<file path="config.mk">
export PLATFORM = sky130hd
export DESIGN_NAME = param_universal_shift_register
export DESIGN_NICKNAME = d
export VERILOG_FILES = /design/src/rtl/param_universal_shift_register_pkg.sv /design/src/rtl/param_universal_shift_register_step_unit.sv /design/src/rtl/param_universal_shift_register.sv
export SDC_FILE = /design/constraint.sdc
export NUM_CORES = 1
export LEC_CHECK = 0
export BUFFER_PORTS_ARGS = -buffer_cell sky130_fd_sc_hd__buf_2
export CELL_PAD_IN_SITES_DETAIL_PLACEMENT = 1
export CELL_PAD_IN_SITES_GLOBAL_PLACEMENT = 1
export CORE_AREA = 2 2 56 58
export CTS_CLUSTER_DIAMETER = 60
export DETAILED_ROUTE_END_ITERATION = 10
export DIE_AREA = 0 0 58 60
export PLACE_DENSITY = 0.88
export SKIP_CTS_REPAIR_TIMING = 1
export SYNTH_ARGS = -nofsm -noshare
export SYNTH_HDL_FRONTEND = slang
export SYNTH_SLANG_ARGS = --single-unit
</file>
<file path="constraint.sdc">
create_clock -name clk -period 2.6 [get_ports clk]
set_clock_uncertainty 0.15 [all_clocks]
set_input_delay 0.52 -clock clk [delete_from_list [all_inputs] [get_ports clk]]
set_output_delay 0.52 -clock clk [all_outputs]
set_load 0.02 [all_outputs]
</file>
<file path="src/rtl/param_universal_shift_register_pkg.sv">
// Shared definitions for the universal shift register: mode codes, FSM states, count width.
// Latency: n/a (declarations only).
// Backpressure: n/a.
package usr_pkg;

  localparam logic [2:0] MODE_HOLD = 3'd0;
  localparam logic [2:0] MODE_SHL  = 3'd1;
  localparam logic [2:0] MODE_SHR  = 3'd2;
  localparam logic [2:0] MODE_LOAD = 3'd3;
  localparam logic [2:0] MODE_ROTL = 3'd4;
  localparam logic [2:0] MODE_ROTR = 3'd5;
  localparam logic [2:0] MODE_ASR  = 3'd6;
  localparam logic [2:0] MODE_RSVD = 3'd7;

  typedef enum logic {
    ST_IDLE = 1'b0,
    ST_RUN  = 1'b1
  } state_t;

  // Bits needed to hold a step count from 0 up to and including width.
  function automatic int cnt_w(input int width);
    return $clog2(width + 1);
  endfunction

endpackage

</file>
<file path="src/rtl/param_universal_shift_register_step_unit.sv">
// Combinational next-value function for one step of any register mode.
// Latency: 0 cycles (pure combinational).
// Backpressure: none; the caller decides when the result is registered.
module usr_step_unit
  import usr_pkg::*;
#(
  parameter int WIDTH = 8
) (
  input  logic [WIDTH-1:0] q,
  input  logic [2:0]       mode,
  input  logic             ser_in_l,
  input  logic             ser_in_r,
  input  logic [WIDTH-1:0] par_in,
  output logic [WIDTH-1:0] q_next
);

  // Select the single-step result for the requested mode; reserved acts as hold.
  always_comb begin
    q_next = q;
    case (mode)
      MODE_SHL:  q_next = {q[WIDTH-2:0], ser_in_r};
      MODE_SHR:  q_next = {ser_in_l, q[WIDTH-1:1]};
      MODE_LOAD: q_next = par_in;
      MODE_ROTL: q_next = {q[WIDTH-2:0], q[WIDTH-1]};
      MODE_ROTR: q_next = {q[0], q[WIDTH-1:1]};
      MODE_ASR:  q_next = {q[WIDTH-1], q[WIDTH-1:1]};
      default:   q_next = q;
    endcase
  end

endmodule

</file>
<file path="src/rtl/param_universal_shift_register.sv">
// Parameterised universal shift register with single-step mode and counted multi-step engine.
// Latency: single step lands on the next edge; counted run of N steps ends with done one cycle after edge k+N.
// Backpressure: start/en accepted only while idle; inputs other than ser_in_* ignored while busy.
module param_universal_shift_register
  import usr_pkg::*;
#(
  parameter int WIDTH = 8,
  parameter int CNT_W = cnt_w(WIDTH)
) (
  input  logic             clk,
  input  logic             clr,
  input  logic             en,
  input  logic [2:0]       mode,
  input  logic             ser_in_r,
  input  logic             ser_in_l,
  input  logic [WIDTH-1:0] par_in,
  input  logic             start,
  input  logic [CNT_W-1:0] count,
  output logic [WIDTH-1:0] q,
  output logic             ser_out_l,
  output logic             ser_out_r,
  output logic             busy,
  output logic             done
);

  state_t           state_q, state_d;
  logic [WIDTH-1:0] q_q, q_d;
  logic [2:0]       op_q, op_d;
  logic [CNT_W-1:0] rem_q, rem_d;
  logic             done_q, done_d;

  logic [2:0]       step_mode;
  logic [WIDTH-1:0] q_step;
  logic [CNT_W-1:0] cnt_clamped;
  logic             op_static;

  // While running, the latched op drives the step unit; otherwise the live mode does.
  assign step_mode   = (state_q == ST_RUN) ? op_q : mode;
  assign cnt_clamped = (int'(count) > WIDTH) ? CNT_W'(WIDTH) : count;
  // Modes that would do nothing (or the same thing) on every repeated step finish immediately.
  assign op_static   = (mode == MODE_HOLD) || (mode == MODE_LOAD) || (mode == MODE_RSVD);

  usr_step_unit #(
    .WIDTH (WIDTH)
  ) u_step (
    .q        (q_q),
    .mode     (step_mode),
    .ser_in_l (ser_in_l),
    .ser_in_r (ser_in_r),
    .par_in   (par_in),
    .q_next   (q_step)
  );

  // Next-state, counter and register update; done defaults low so it only ever pulses.
  always_comb begin
    state_d = state_q;
    q_d     = q_q;
    op_d    = op_q;
    rem_d   = rem_q;
    done_d  = 1'b0;
    case (state_q)
      ST_IDLE: begin
        if (start) begin
          op_d  = mode;
          rem_d = cnt_clamped;
          if ((cnt_clamped == '0) || op_static) begin
            done_d = 1'b1;
            if (mode == MODE_LOAD) begin
              q_d = q_step;
            end
          end else begin
            state_d = ST_RUN;
          end
        end else if (en) begin
          q_d = q_step;
        end
      end
      ST_RUN: begin
        q_d   = q_step;
        rem_d = rem_q - CNT_W'(1);
        if (rem_q == CNT_W'(1)) begin
          state_d = ST_IDLE;
          done_d  = 1'b1;
        end
      end
      default: state_d = ST_IDLE;
    endcase
  end

  // State registers with synchronous active-low clear that aborts any run.
  always_ff @(posedge clk) begin
    if (!clr) begin
      state_q <= ST_IDLE;
      q_q     <= '0;
      op_q    <= MODE_HOLD;
      rem_q   <= '0;
      done_q  <= 1'b0;
    end else begin
      state_q <= state_d;
      q_q     <= q_d;
      op_q    <= op_d;
      rem_q   <= rem_d;
      done_q  <= done_d;
    end
  end

  assign q         = q_q;
  assign ser_out_l = q_q[WIDTH-1];
  assign ser_out_r = q_q[0];
  assign busy      = (state_q == ST_RUN);
  assign done      = done_q;

endmodule

</file>
==> results.tsv <==
stage	metric	value	unit
outcome	status	complete, no violations	
drt	per-cell routed wire length	16.1	µm
synth	synth cell count leaders	dfxtp_1, nand2_1, inv_1, a31oi_1, o21ai_0	
synth	Ys Warns	0	
floorplan	Die Wd	58	µm
sta	Worst Tran Pin Value	0.599	ns
sta	Hold Fails Final Rpt	0	
worst_setup_path	critical path's slowest cell	dfxtp_1	
sta	RSZ-0062 raised after global routing	false	
finish	final design utilization	44.7	%
placed_design	post-DP HPWL	2340	µm
worst_setup_path	worst setup path category	reg -> reg	
synth	Synth top area share	30.5	%
sta	Final TNS setup	0	ns
worst_hold_path	Worst Hold Class	in -> reg	
grt	vias in the first global route	1166	
grt	met2 Resource Use GR	37.2	%
synth	most common cell in the netlist	dfxtp_1	
pwr	pwr dens	569	mW/mm²
floorplan	row cnt	20	
worst_setup_path	CP Capture Type	register	
drt	vias per cell	5.68	
cts	Max Root-Sink Buffers	2	
pwr	maximum VDD drop	0.370	mV
synth	#FFs+latches synth	17	
worst_setup_path	Arr. time, crit path	2.31	ns
sta	Final setup viols	0	
grt	M1 GR Usage	21.5	%
sta	Tmin final	2.22	ns
cts	CTS H-Tree Depth	1	
synth	post-synth net total	147	
grt	total gr overflow	0	
sta	Final period util	85.3	%
synth	sequential area share after synthesis	30.5	%
drt	DRC viols	0	
synth	ys async rst share	0	%
drt	Vias	1062	
floorplan	Initial Util	38.4	%
drt	Routed WL	3010	µm
sta	fmax	451	MHz
synth	cell area after synthesis	0.00112	mm²
sta	Slew headroom	59.9	%
cts	Worst-Skew Late Latency	0.31	ns
grt	Global Route Usage Sum	19.7	%
worst_setup_path	Worst path max stage delay	0.62	ns
grt	largest net degree at the start of global routing	19	
worst_setup_path	startpoint types	register	
run	Max Cap Viol	0	
cts	total CTS buffers	3	
sta	WHS	0.341	ns
worst_setup_path	Crit path required time	2.69	ns
synth	synthesized area per cell	9.00	µm²
floorplan	# IOs	33	
placed_design	placer's final routability congestion estimate	0.767	
finish	layout cells sized above 1	32.5	%
grt	initial antenna violation count	0	
synth	count of cell types in the netlist	41	
sta	Slew Limit Fails	0	
cts	clock-pin slew on the worst setup and hold paths	0.11	ns
drt	first-pass iteration count of the detailed router	4	
synth	synth top area cells	dfxtp_1, mux2i_4, a22oi_1	
cts	CTS tree	done	
floorplan	die area	0.00348	mm²
synth	Post-Synthesis Cells	124	
grt	grt met3 use	4.98	%
finish	area grow syn2layout	16.4	%
synth	leading area contributor after synthesis	dfxtp_1	
drt	DRT antenna net count	0	
placed_design	I/O Buffers	32	
synth	Most used DFF post-synth	dfxtp_1	
worst_setup_path	CP Max Fanout	14	
worst_setup_path	Cell Chain, Critical Path	mux2i_4, nor3_2, nor3_4, o21ai_0, a31oi_1	
floorplan	core area	0.00290	mm²
grt	first-pass GRT wire length	5230	µm
synth	EDFF count, synth	0	
floorplan	Chip Height	60	µm
pwr	Leak Pwr	0.000555	µW
grt	GRT busiest layer	met2	
drt	DR iter-0 viols	40	
cts	Root Driver	clkbuf_4	
finish	number of diodes	0	
cts	clk sinks	17	
finish	NumNets Final	178	
worst paths after layout:
path	startpoint	endpoint	slack (ns)	cells after the start
worst min register to register	rem_q[2]	rem_q[2]	0.36	1
worst max-delay path	busy	q[3]	0.38	5
worst min-delay path	par_in[5]	q[5]	0.34	3
worst max register to register	busy	q[3]	0.38	5
sequential cells by signal, indices dropped and copies added, names as in the netlist:
register  flops
done          1
q             8
op_q          3
rem_q         4
busy          1
metrics by stage:
step	setup slack, ns	std cells	cell area, µm²	power [µW]
CTS	0.373	187	1300	750
global placement	0.541	183	1270	578
detailed placement	0.426	183	1270	592
global route	0.185	187	1300	789
finish	0.381	187	1300	739
floorplan	0.676	124	1120	521
critical path: cells and delay by family, from the launching register on:
kind             cells  cell delay, ns
AO/OA/AOI/OAI        2            0.32
flip-flops           1            0.62
multiplexers         1            0.43
AND/OR/NAND/NOR      2            0.62
layer usage:
layer	vias up	part of all wire [%]
met2	33	51
met5	-	0
met4	0	0.80
met3	3	5.8
li1	513	-
met1	513	43
power breakdown:
part	internal (µW)	switching [µW]
sequential	290	35.3
combinational	108	152
clock	57.7	96.3
total	455	284
cell families after synthesis:
group,Yosys count,synth area share (%)
adders and majority gates,2,2.24
xor gates and xnor gates,1,1.46
AOI/OAI and AO/OA,42,27.6
buffers and inverters,17,8.52
muxes,8,10.6
DFF,17,30.5
and+or+nand+nor,37,19.1
layout make-up:
cell class | instances | area, µm²
clock inverters | 1 | 5.00
repair buffers | 34 | 175
flip-flops and latches | 17 | 340
well taps | 33 | 41.3
multi-input cells | 90 | 681
fillers | 367 | 1600
inverters | 9 | 33.8
clock buffers | 3 | 22.5
cells in the final DEF, fill, tap and decap left out, types with 4 or more instances in the layout:
cell     Yosys  routed
inv_1        9       9
nor2_1       6       6
dfxtp_1     17      17
mux2i_1      4       4
nand2_1     11      11
buf_2        1      32
a31oi_1      7       7
nor2b_1      6       6
a22oi_1      6       6
o21ai_0      7       7
Note: power is estimated with default switching activity, not from simulation.
